<file path="config.mk">
export PLATFORM = sky130hd
export DESIGN_NAME = mmio_console_flat
export DESIGN_NICKNAME = d
export VERILOG_FILES = /design/src/rtl/mmio_console_if.sv /design/src/rtl/mmio_console.sv /design/src/flat_wrapper.sv
export SDC_FILE = /design/constraint.sdc
export NUM_CORES = 1
export LEC_CHECK = 0
export ABC_CLOCK_PERIOD_IN_PS = 2900
export CAP_MARGIN = 20
export CORE_MARGIN = 2
export CORE_UTILIZATION = 56
export DETAILED_ROUTE_END_ITERATION = 8
export PLACE_DENSITY = 0.88
export SYNTH_ARGS = -nofsm -noshare
export SYNTH_HDL_FRONTEND = slang
export SYNTH_SLANG_ARGS = --single-unit
</file>
<file path="constraint.sdc">
create_clock -name clk -period 2.9 [get_ports clk]
set_input_delay 0.87 -clock clk [delete_from_list [all_inputs] [get_ports clk]]
set_output_delay 0.87 -clock clk [all_outputs]
set_load 0.05 [all_outputs]
</file>
<file path="src/rtl/mmio_console_if.sv">
// Bundles the CPU load/store port and the TX byte stream of mmio_console.
// Ports: raddr/rdata/rd_hit (registered read), we/waddr/wdata (write),
//        tx_valid/tx_data/tx_ready (valid/ready byte stream to the sink).
interface mmio_console_if;
    logic [14:0] raddr;
    logic [15:0] rdata;
    logic        rd_hit;
    logic        we;
    logic [14:0] waddr;
    logic [15:0] wdata;
    logic        tx_valid;
    logic [7:0]  tx_data;
    logic        tx_ready;

    // CPU memory stage plus byte sink
    modport master (
        output raddr, we, waddr, wdata, tx_ready,
        input  rdata, rd_hit, tx_valid, tx_data
    );

    // console responder
    modport slave (
        input  raddr, we, waddr, wdata, tx_ready,
        output rdata, rd_hit, tx_valid, tx_data
    );
endinterface

</file>
<file path="src/rtl/mmio_console.sv">
// Memory-mapped console: TXDATA stores feed a byte FIFO drained over valid/ready; loads return status/cycle counter.
// Latency: reads registered (1 cycle); pushed byte visible on tx_valid 1 cycle later.
// Backpressure: tx_ready low holds the head byte; a push into a full FIFO without a pop is dropped and sets sticky overflow.
// Ports: clk, rst_n (async active-low), bus (mmio_console_if.slave).
// Optional: define MMIO_CYCLE_CTR_EN to build the 32-bit cycle counter and hi shadow.
module mmio_console #(
    parameter logic [14:0] BASE_WADDR = 15'h7F80,
    parameter int          FIFO_DEPTH = 16,
    parameter int          FIFO_AW    = 4
) (
    input  logic           clk,
    input  logic           rst_n,
    mmio_console_if.slave  bus
);

    localparam logic [FIFO_AW:0] DEPTH_C = (FIFO_AW+1)'(FIFO_DEPTH);

    logic [7:0]         r_mem [FIFO_DEPTH];
    logic [FIFO_AW-1:0] r_rd_ptr;
    logic [FIFO_AW-1:0] r_wr_ptr;
    logic [FIFO_AW:0]   r_count;
    logic               r_ovf;
    logic [15:0]        r_rdata;
    logic               r_rd_hit;

    logic [14:0] w_roff;
    logic [14:0] w_woff;
    logic        w_rd_in;
    logic        w_wr_in;
    logic        w_push_req;
    logic        w_clr;
    logic        w_full;
    logic        w_pop;
    logic        w_push;
    logic        w_reject;
    logic        w_tx_valid;
    logic [15:0] w_status;
    logic [15:0] w_rd_mux;
    logic [15:0] w_cyc_lo;
    logic [15:0] w_cyc_hi;
    logic        w_unused;

    // Offsets wrap for addresses below the base, so one unsigned compare covers both edges of the window.
    assign w_roff  = bus.raddr - BASE_WADDR;
    assign w_woff  = bus.waddr - BASE_WADDR;
    assign w_rd_in = (w_roff < 15'd8);
    assign w_wr_in = (w_woff < 15'd8);

    assign w_push_req = bus.we && w_wr_in && (w_woff[2:0] == 3'd0);
    assign w_clr      = bus.we && w_wr_in && (w_woff[2:0] == 3'd1) && bus.wdata[15];

    assign w_tx_valid = (r_count != '0);
    assign w_full     = (r_count == DEPTH_C);
    assign w_pop      = w_tx_valid && bus.tx_ready;
    // A pop frees the slot the push lands in, so a full FIFO still accepts when draining.
    assign w_push     = w_push_req && (!w_full || w_pop);
    assign w_reject   = w_push_req && !w_push;

    assign w_status = {r_ovf, 7'b0, 8'(16'(r_count))};

    assign w_unused = ^bus.wdata[14:8];

`ifdef MMIO_CYCLE_CTR_EN
    logic [31:0] r_cycle;
    logic [15:0] r_cyc_hi;

    // Reading CYCLE_LO snapshots the upper half so a following CYCLE_HI read is coherent.
    always_ff @(posedge clk or negedge rst_n) begin
        if (!rst_n) begin
            r_cycle  <= '0;
            r_cyc_hi <= '0;
        end else begin
            r_cycle <= r_cycle + 32'd1;
            if (w_rd_in && (w_roff[2:0] == 3'd2))
                r_cyc_hi <= r_cycle[31:16];
        end
    end

    assign w_cyc_lo = r_cycle[15:0];
    assign w_cyc_hi = r_cyc_hi;
`else
    assign w_cyc_lo = '0;
    assign w_cyc_hi = '0;
`endif

    always_comb begin
        w_rd_mux = '0;
        if (w_rd_in) begin
            case (w_roff[2:0])
                3'd1:    w_rd_mux = w_status;
                3'd2:    w_rd_mux = w_cyc_lo;
                3'd3:    w_rd_mux = w_cyc_hi;
                default: w_rd_mux = '0;
            endcase
        end
    end

    // Read data reflects state before any same-cycle push/clear.
    always_ff @(posedge clk or negedge rst_n) begin
        if (!rst_n) begin
            r_rdata  <= '0;
            r_rd_hit <= 1'b0;
        end else begin
            r_rdata  <= w_rd_mux;
            r_rd_hit <= w_rd_in;
        end
    end

    always_ff @(posedge clk or negedge rst_n) begin
        if (!rst_n) begin
            r_rd_ptr <= '0;
            r_wr_ptr <= '0;
            r_count  <= '0;
            r_ovf    <= 1'b0;
        end else begin
            if (w_push) r_wr_ptr <= r_wr_ptr + 1'b1;
            if (w_pop)  r_rd_ptr <= r_rd_ptr + 1'b1;
            case ({w_push, w_pop})
                2'b10:   r_count <= r_count + 1'b1;
                2'b01:   r_count <= r_count - 1'b1;
                default: r_count <= r_count;
            endcase
            // A rejected push wins over a same-cycle clear.
            r_ovf <= (r_ovf && !w_clr) || w_reject;
        end
    end

    // Storage needs no reset; occupancy gates what is visible.
    always_ff @(posedge clk) begin
        if (w_push) r_mem[r_wr_ptr] <= bus.wdata[7:0];
    end

    assign bus.rdata    = r_rdata;
    assign bus.rd_hit   = r_rd_hit;
    assign bus.tx_valid = w_tx_valid;
    // Forced to zero when empty so reset clears tx_data immediately.
    assign bus.tx_data  = w_tx_valid ? r_mem[r_rd_ptr] : 8'h00;

endmodule

</file>
<file path="src/flat_wrapper.sv">
// flat-port wrapper written by rule: the top's interface ports become plain ports
module mmio_console_flat 
#(
    parameter logic [14:0] BASE_WADDR = 15'h7F80,
    parameter int          FIFO_DEPTH = 16,
    parameter int          FIFO_AW    = 4
)
  (clk, rst_n, bus_raddr, bus_we, bus_waddr, bus_wdata, bus_tx_ready, bus_rdata, bus_rd_hit, bus_tx_valid, bus_tx_data);
  mmio_console_if bus_i ();
  input  logic clk;
  input  logic rst_n;
  input wire logic [$bits(bus_i.raddr)-1:0] bus_raddr;
  input wire logic [$bits(bus_i.we)-1:0] bus_we;
  input wire logic [$bits(bus_i.waddr)-1:0] bus_waddr;
  input wire logic [$bits(bus_i.wdata)-1:0] bus_wdata;
  input wire logic [$bits(bus_i.tx_ready)-1:0] bus_tx_ready;
  output wire logic [$bits(bus_i.rdata)-1:0] bus_rdata;
  output wire logic [$bits(bus_i.rd_hit)-1:0] bus_rd_hit;
  output wire logic [$bits(bus_i.tx_valid)-1:0] bus_tx_valid;
  output wire logic [$bits(bus_i.tx_data)-1:0] bus_tx_data;
  assign bus_i.raddr = bus_raddr;
  assign bus_i.we = bus_we;
  assign bus_i.waddr = bus_waddr;
  assign bus_i.wdata = bus_wdata;
  assign bus_i.tx_ready = bus_tx_ready;
  assign bus_rdata = bus_i.rdata;
  assign bus_rd_hit = bus_i.rd_hit;
  assign bus_tx_valid = bus_i.tx_valid;
  assign bus_tx_data = bus_i.tx_data;
  mmio_console #(.BASE_WADDR(BASE_WADDR), .FIFO_DEPTH(FIFO_DEPTH), .FIFO_AW(FIFO_AW)) u_core (.clk(clk), .rst_n(rst_n), .bus(bus_i));
endmodule
</file>
; ---- Yosys cells after proc, flatten, opt, wreduce, memory -nomap -nowiden
; Memories as Yosys holds them, arrays and structs flattened.
; Cells that the tools add are included.
; W data, S select, Z words.
[classes]
addsub = 6
mul = 0
div_mod_pow = 0
magnitude_cmp = 2
eq_ne = 5
shift = 0
n_mux = 6
bitwise_logic = 0
n_reduce_logical = 16
[ops]
columns = op, n
row1 = $mux W16, 2
row2 = $lt A15 B4 Y1 const B, 2
row3 = $sub A15 B15 Y15 const B, 2
row4 = $pmux W5 S2, 1
row5 = $add A4 B1 Y4 const B, 2
row6 = $logic_and A1 B1 Y1, 8
row7 = $mux W8, 1
row8 = $eq A3 B1 Y1 const B, 2
row9 = $add A5 B1 Y5 const B, 1
row10 = $eq A5 B5 Y1 const B, 1
row11 = $reduce_bool A5 Y1, 1
row12 = $sub A5 B1 Y5 const B, 1
row13 = $logic_not A1 Y1, 3
row14 = $logic_not A3 Y1, 1
row15 = $eq A2 B1 Y1 const B, 1
row16 = $eq A2 B2 Y1 const B, 1
row17 = $logic_or A1 B1 Y1, 2
row18 = $mux W1, 2
row19 = $reduce_bool A2 Y1, 1
[word_totals]
regBits = 31
latch_bits = 0
ramBits = 128
rom_bits = 0
in_bits = 50
out_inout_bits = 26
elab_cells = 42
n_memories = 1
[memory_table]
columns = memory, depth, word_bits, rd, rd_ports_with_merged_regs, write_ports, line
row1 = u_core.r_mem, 16, 8, 1, 0, 1, mmio_console.sv:18  ; logic [7:0] r_mem [FIFO_DEPTH];

; ---- Logic depth before layout (Yosys ltp)
; Gate-level depths: netlist of the first run.
[logic_depth]
word_depth = 8
depth_mapped = 10

; ---- Worst setup path before layout of the first run
; OpenSTA, ideal clock, no wires.
[synth_timing]
kind = input port to flip-flop
startpoint = input port bus_waddr[6]
endpoint = register u_core.r_count[4]
setup_ns = 0.139
arrival_ns = 2.845
required_ns = 2.761
path_slack_ns = -0.084
path_stages = 10
n_path_buf = 0
cell_sequence = nor4b_2 nand3_1 nor3_1 nor2_1 fa_1 a21o_1 a21oi_1 or2_1 or3_1 o2111ai_1
[synth_via]
elab_chain_len = 7
elab_cells_between_ends = 9
[synth_rtl]
columns = item, line
row1 = from (decl), flat_wrapper.sv:14  ; input wire logic [$bits(bus_i.waddr)-1:0] bus_waddr;
row2 = $sub A15 B15 Y15 (*), mmio_console.sv:45  ; assign w_woff = bus.waddr - BASE_WADDR;
row3 = $lt A15 B4 Y1 (*), mmio_console.sv:47  ; assign w_wr_in = (w_woff < 15'd8);
row4 = $logic_and A1 B1 Y1 (*) (2 in a row), mmio_console.sv:49  ; assign w_push_req = bus.we && w_wr_in && (w_woff[2:0] == 3'd0);
row5 = $logic_and A1 B1 Y1 (*), mmio_console.sv:56  ; assign w_push = w_push_req && (!w_full || w_pop);
row6 = $eq A2 B1 Y1 / $eq A2 B2 Y1 (equally long branches), mmio_console.sv:118  ; case ({w_push, w_pop})
row7 = $pmux W5 S2 / $reduce_bool A2 Y1 (equally long branches), n/a
row8 = to (signal assigned), mmio_console.sv:119  ; 2'b10: r_count <= r_count + 1'b1;
row9 = to (signal assigned), mmio_console.sv:120  ; 2'b01: r_count <= r_count - 1'b1;
row10 = to (signal assigned), mmio_console.sv:121  ; default: r_count <= r_count;
row11 = to (decl), mmio_console.sv:21  ; logic [FIFO_AW:0] r_count;
; Every way passes the cells marked *; elsewhere a longest branch is shown, timed or not.
; A chain may end at the register's enable or synchronous reset.

; ---- Final worst setup path of the first run
[layout_timing]
startpoint = register u_core.r_rd_ptr[0]
endpoint = output port bus_tx_data[1]
[layout_via]
elab_chain_len = 2
[layout_rtl]
columns = item, line
row1 = from (decl), mmio_console.sv:19  ; logic [FIFO_AW-1:0] r_rd_ptr;
row2 = from (signal assigned), mmio_console.sv:117  ; if (w_pop) r_rd_ptr <= r_rd_ptr + 1'b1;
row3 = $mem_v2 Z16 W8, n/a
row4 = $mux W8, mmio_console.sv:137  ; assign bus.tx_data = w_tx_valid ? r_mem[r_rd_ptr] : 8'h00;
row5 = to (decl), flat_wrapper.sv:20  ; output wire logic [$bits(bus_i.tx_data)-1:0] bus_tx_data;
; Every way passes these cells.

==> Implementation_results.wiki, run 1 <==
{| class="wikitable"
! Metric !! Value
|-
| Status || complete, but fails checks
|-
| Violated checks || negative setup slack
|-
| Switching power share of the total || 0.315
|-
| Sequential power share || 0.342
|-
| Simple-gate share of the synthesized area || 0.0727
|-
| Final Slew Violations || 0
|-
| Number of distinct library cells after synthesis || 49
|-
| Top area cells in the synthesized netlist || sky130_fd_sc_hd__edfxtp_1, sky130_fd_sc_hd__mux4_1, sky130_fd_sc_hd__dfrtp_1
|-
| Number of global-route vias before repair || 3970
|-
| Pin count of the biggest net entering global routing || 36
|-
| Detailed-route via count || 3731
|-
| Max Buffers Root-to-Sink || 2
|-
| Vias per Instance || 6.12
|-
| Worst Skew || 0.00841 ns
|-
| Dpl ws || -0.533 ns
|-
| Post-route setup slack || -0.435 ns
|-
| First-pass GRT wire length || 23400 microns
|-
| Detailed-route wire length || 15000 microns
|-
| Final setup violation count || 8
|-
| Kind of critical path || flip-flop to primary output
|-
| Worst path cell trace || buf_4 > buf_16 > mux4_2 > mux4_2 > and2_1 > buf_6
|-
| CTS clock-pin slew for the worst setup and hold paths || 0.06 ns
|-
| Number of synthesized flops with an enable pin || 128
|-
| Synthesis-to-finish area growth || 26.2%
|-
| Most common library cell in the layout ignoring fill and taps || sky130_fd_sc_hd__edfxtp_1
|-
| Required arrival time at the worst endpoint || 2.03 ns
|-
| Overall power || 7610 uW
|-
| Multiplexer area fraction after synthesis || 0.157
|-
| Worst setup EP type || primary output
|-
| Synthesis warning total || 0
|-
| Share of the yosys chip area belonging to registers || 0.679
|-
| Placed cell count || 562
|-
| Port Buffer Count || 58
|-
| Share of the clock period used by the worst path after layout || 1.15
|-
| Clock Sink Count || 149
|-
| IO Pins || 76
|-
| Leading cell types in the layout, fill and taps excluded || sky130_fd_sc_hd__edfxtp_1, sky130_fd_sc_hd__buf_4, sky130_fd_sc_hd__clkdlybuf4s50_1
|-
| Internal power || 5220 uW
|-
| Global-route usage over all layers || 0.259
|-
| CTS Hold Buffers Added || 0
|-
| Synthesized-area fraction occupied by adder cells || 0.0187
|-
| Proportion of power drawn by combinational gates || 0.374
|-
| Total of flip-flops plus latches after synthesis || 149
|-
| Library cell occupying the most area in the post-synthesis netlist || sky130_fd_sc_hd__edfxtp_1
|-
| Clock period minus final worst setup slack || 3.33 ns
|-
| Core region area || 11300 sq um
|-
| Critical Path Most Common Cell || sky130_fd_sc_hd__mux4_2
|-
| Count of inserted antenna diode cells || 0
|-
| Rows || 39
|-
| Dominant combinational cell family by area after synthesis || multiplexers
|-
| Final routed DRC violation total || 0
|-
| Crit-path max cell delay || 0.54 ns
|-
| Xor/xnor cell area share of the yosys netlist || 0.0136
|-
| Die ar. || 12400 sq um
|-
| Slowest stage cell on the critical path || sky130_fd_sc_hd__mux4_2
|-
| Number of antenna violations at the first check in global routing || 0
|-
| CTS H-tree depth || 4
|-
| Count of antenna-violating nets left after detailed routing || 0
|-
| Clk pwr share || 0.285
|-
| Starting utilization of the core area || 0.569
|-
| Layout Nets || 515
|-
| Insertion delay of the later-clocked pin in the worst-skew pair || 0.41 ns
|-
| Worst path buffer plus inverter count || 3
|-
| Proportion of layout cells with a drive suffix above 1 || 0.330
|-
| Main flop type after synthesis || sky130_fd_sc_hd__edfxtp_1
|-
| Max Clk Rate || 0.300 GHz
|-
| DPL Wire Length || 8810 microns
|-
| Die span in x || 111 microns
|-
| Hold crit path type || flip-flop to flip-flop
|-
| Share of synthesized flip-flops with an asynchronous set or reset || 0.141
|-
| Mean post-synth cell area || 18.9 sq um
|-
| Crit path DAT || 2.46 ns
|-
| Setup TNS Final || -3.25 ns
|-
| Power per cell area || 937 nW/um^2
|-
| Chip height || 111 microns
|-
| Max-cap viol count || 0
|-
| Clock buffer count from CTS || 17
|-
| 1st-iter DRT viols || 344
|-
| Startpoint Class || flip-flop
|-
| TritonCTS clock tree || yes
|-
| Transition time at the pin with the least slew margin || 0.670 ns
|-
| Max-Slew Margin vs Limit || 0.553
|-
| Net switching power of the design || 2400 uW
|-
| Min Hold Slack || 0.567 ns
|-
| Sum of overflow across all layers after global routing || 0
|-
| Static Leakage || 0.00293 uW
|-
| Detailed-route wire length per cell || 24.6 microns
|-
| Cell area after technology mapping || 6440 sq um
|-
| Complex-gate fraction of the synthesized area || 0.0204
|-
| Top cell family by delay on the critical path || multiplexers
|-
| Final hold violations || 0
|-
| Gpl congestion || 0.808
|-
| Highest fanout seen on the critical path || 5
|-
| Cell at the root of the clock tree || sky130_fd_sc_hd__clkbuf_16
|-
| RSZ-0062 raised after global routing || true
|-
| Number of search-and-repair iterations in the first detailed-routing pass || 5
|-
| Area fraction of the dominant cell type after synthesis || 0.597
|-
| Number of standard cells after synthesis || 340
|-
| Fin cells || 610
|-
| Maximum vdd ir drop || 1070 uV
|}
==> per-layer routing <==
layer | up-vias | GRT usage | wire, microns
met4 | 0 | 0.101 | 393
li1 | 1567 | - | -
met1 | 1917 | 0.345 | 5780
met2 | 216 | 0.428 | 7870
met5 | - | 0 | 0
met3 | 31 | 0.0519 | 964
==> sequential cells by signal, indices dropped and copies added (netlist names) <==
| register | cells |
|---|---|
| u_core.r_count | 5 |
| u_core.r_wr_ptr | 4 |
| u_core.r_ovf | 1 |
| u_core.r_mem | 128 |
| u_core.bus.rdata | 6 |
| u_core.bus.rd_hit | 1 |
| u_core.r_rd_ptr | 4 |
==> path summary, 6_finish.rpt <==
check	from	endpoint	slack [ns]	depth (start not counted)
hold / removal	u_core.r_ovf	u_core.r_ovf	0.57	1
max in group asynchronous	rst_n	u_core.r_rd_ptr[0]	1.84	2
min in group asynchronous	rst_n	u_core.r_count[2]	0.82	2
setup / recovery	u_core.r_rd_ptr[0]	bus_tx_data[1]	-0.43	6
hold reg to reg	u_core.r_ovf	u_core.r_ovf	0.57	1
setup reg to reg	u_core.r_count[3]	u_core.r_count[4]	0.15	9
==> synthesized netlist by cell type, types with 2 or more instances <==
library cell,instances
sky130_fd_sc_hd__xor2_1,2
sky130_fd_sc_hd__dfrtp_1,21
sky130_fd_sc_hd__mux4_1,21
sky130_fd_sc_hd__buf_8,3
sky130_fd_sc_hd__clkbuf_1,2
sky130_fd_sc_hd__a21o_1,3
sky130_fd_sc_hd__or3_1,2
sky130_fd_sc_hd__o21ai_0,2
sky130_fd_sc_hd__mux4_2,19
sky130_fd_sc_hd__nor3b_1,2
sky130_fd_sc_hd__o221ai_1,2
sky130_fd_sc_hd__mux2i_1,3
sky130_fd_sc_hd__nor4_1,3
sky130_fd_sc_hd__nor2_1,17
sky130_fd_sc_hd__ha_1,8
sky130_fd_sc_hd__buf_4,10
sky130_fd_sc_hd__and2_1,15
sky130_fd_sc_hd__clkbuf_8,5
sky130_fd_sc_hd__buf_6,3
sky130_fd_sc_hd__buf_1,2
sky130_fd_sc_hd__edfxtp_1,128
sky130_fd_sc_hd__nand2_1,12
sky130_fd_sc_hd__nand3_1,3
sky130_fd_sc_hd__inv_1,3
sky130_fd_sc_hd__a22oi_1,3
sky130_fd_sc_hd__nand4b_1,3
sky130_fd_sc_hd__xnor2_1,8
sky130_fd_sc_hd__nor3_1,6
sky130_fd_sc_hd__a21oi_1,4
sky130_fd_sc_hd__nand4_1,4
sky130_fd_sc_hd__nand2b_1,3
==> what timing repair did <==
action	in CTS	in global routing
endpoints found under the setup margin	10	14
cloned	2	0
gates resized for setup	50	6
setup buffers	15	1
pin swaps	9	4
==> power by group through the flow <==
stage	clock network (uW)	logic, uW	registers [uW]
floorplan	0	1810	2500
global placement	0	2190	2610
detailed placement	0	2250	2620
CTS	2160	2830	2590
global route	2270	2970	2610
finish	2170	2850	2600
==> through the flow <==
step	instance area, sq um	util
3_3_place_gp	7300	0.645
6_report	8120	0.718
3_5_place_dp	7300	0.645
2_1_floorplan	6490	-
5_1_grt	8120	0.718
4_1_cts	8080	0.714
==> layout make-up <==
| cell class | count | area, sq um |
|---|---|---|
| Sequential cell | 149 | 4370 |
| Fill cell | 690 | 3200 |
| Multi-Input combinational cell | 172 | 1890 |
| Timing Repair Buffer | 113 | 1110 |
| Clock buffer | 18 | 429 |
| Tap cell | 143 | 179 |
| Clock inverter | 12 | 139 |
| Inverter | 3 | 11.3 |
==> cells by family after synthesis <==
family / after synthesis
other: 1
adders and majority gates: 9
and+or+nand+nor: 81
AOI/OAI and AO/OA: 19
xor gates and xnor gates: 10
DFF: 149
muxes: 43
buffers and inverters: 28
Power figures use the tool's default switching activity.
==> run 2: changes to the inputs <==
--- a/config.mk
+++ b/config.mk
@@ -9,6 +9,7 @@
 export CAP_MARGIN = 20
 export CORE_MARGIN = 2
 export CORE_UTILIZATION = 56
+export CTS_CLUSTER_SIZE = 28
 export DETAILED_ROUTE_END_ITERATION = 8
 export PLACE_DENSITY = 0.88
 export SYNTH_ARGS = -nofsm -noshare
==> results of run 2 <==
Same layout as run 1: the final DEF is identical, and so are final timing and power.
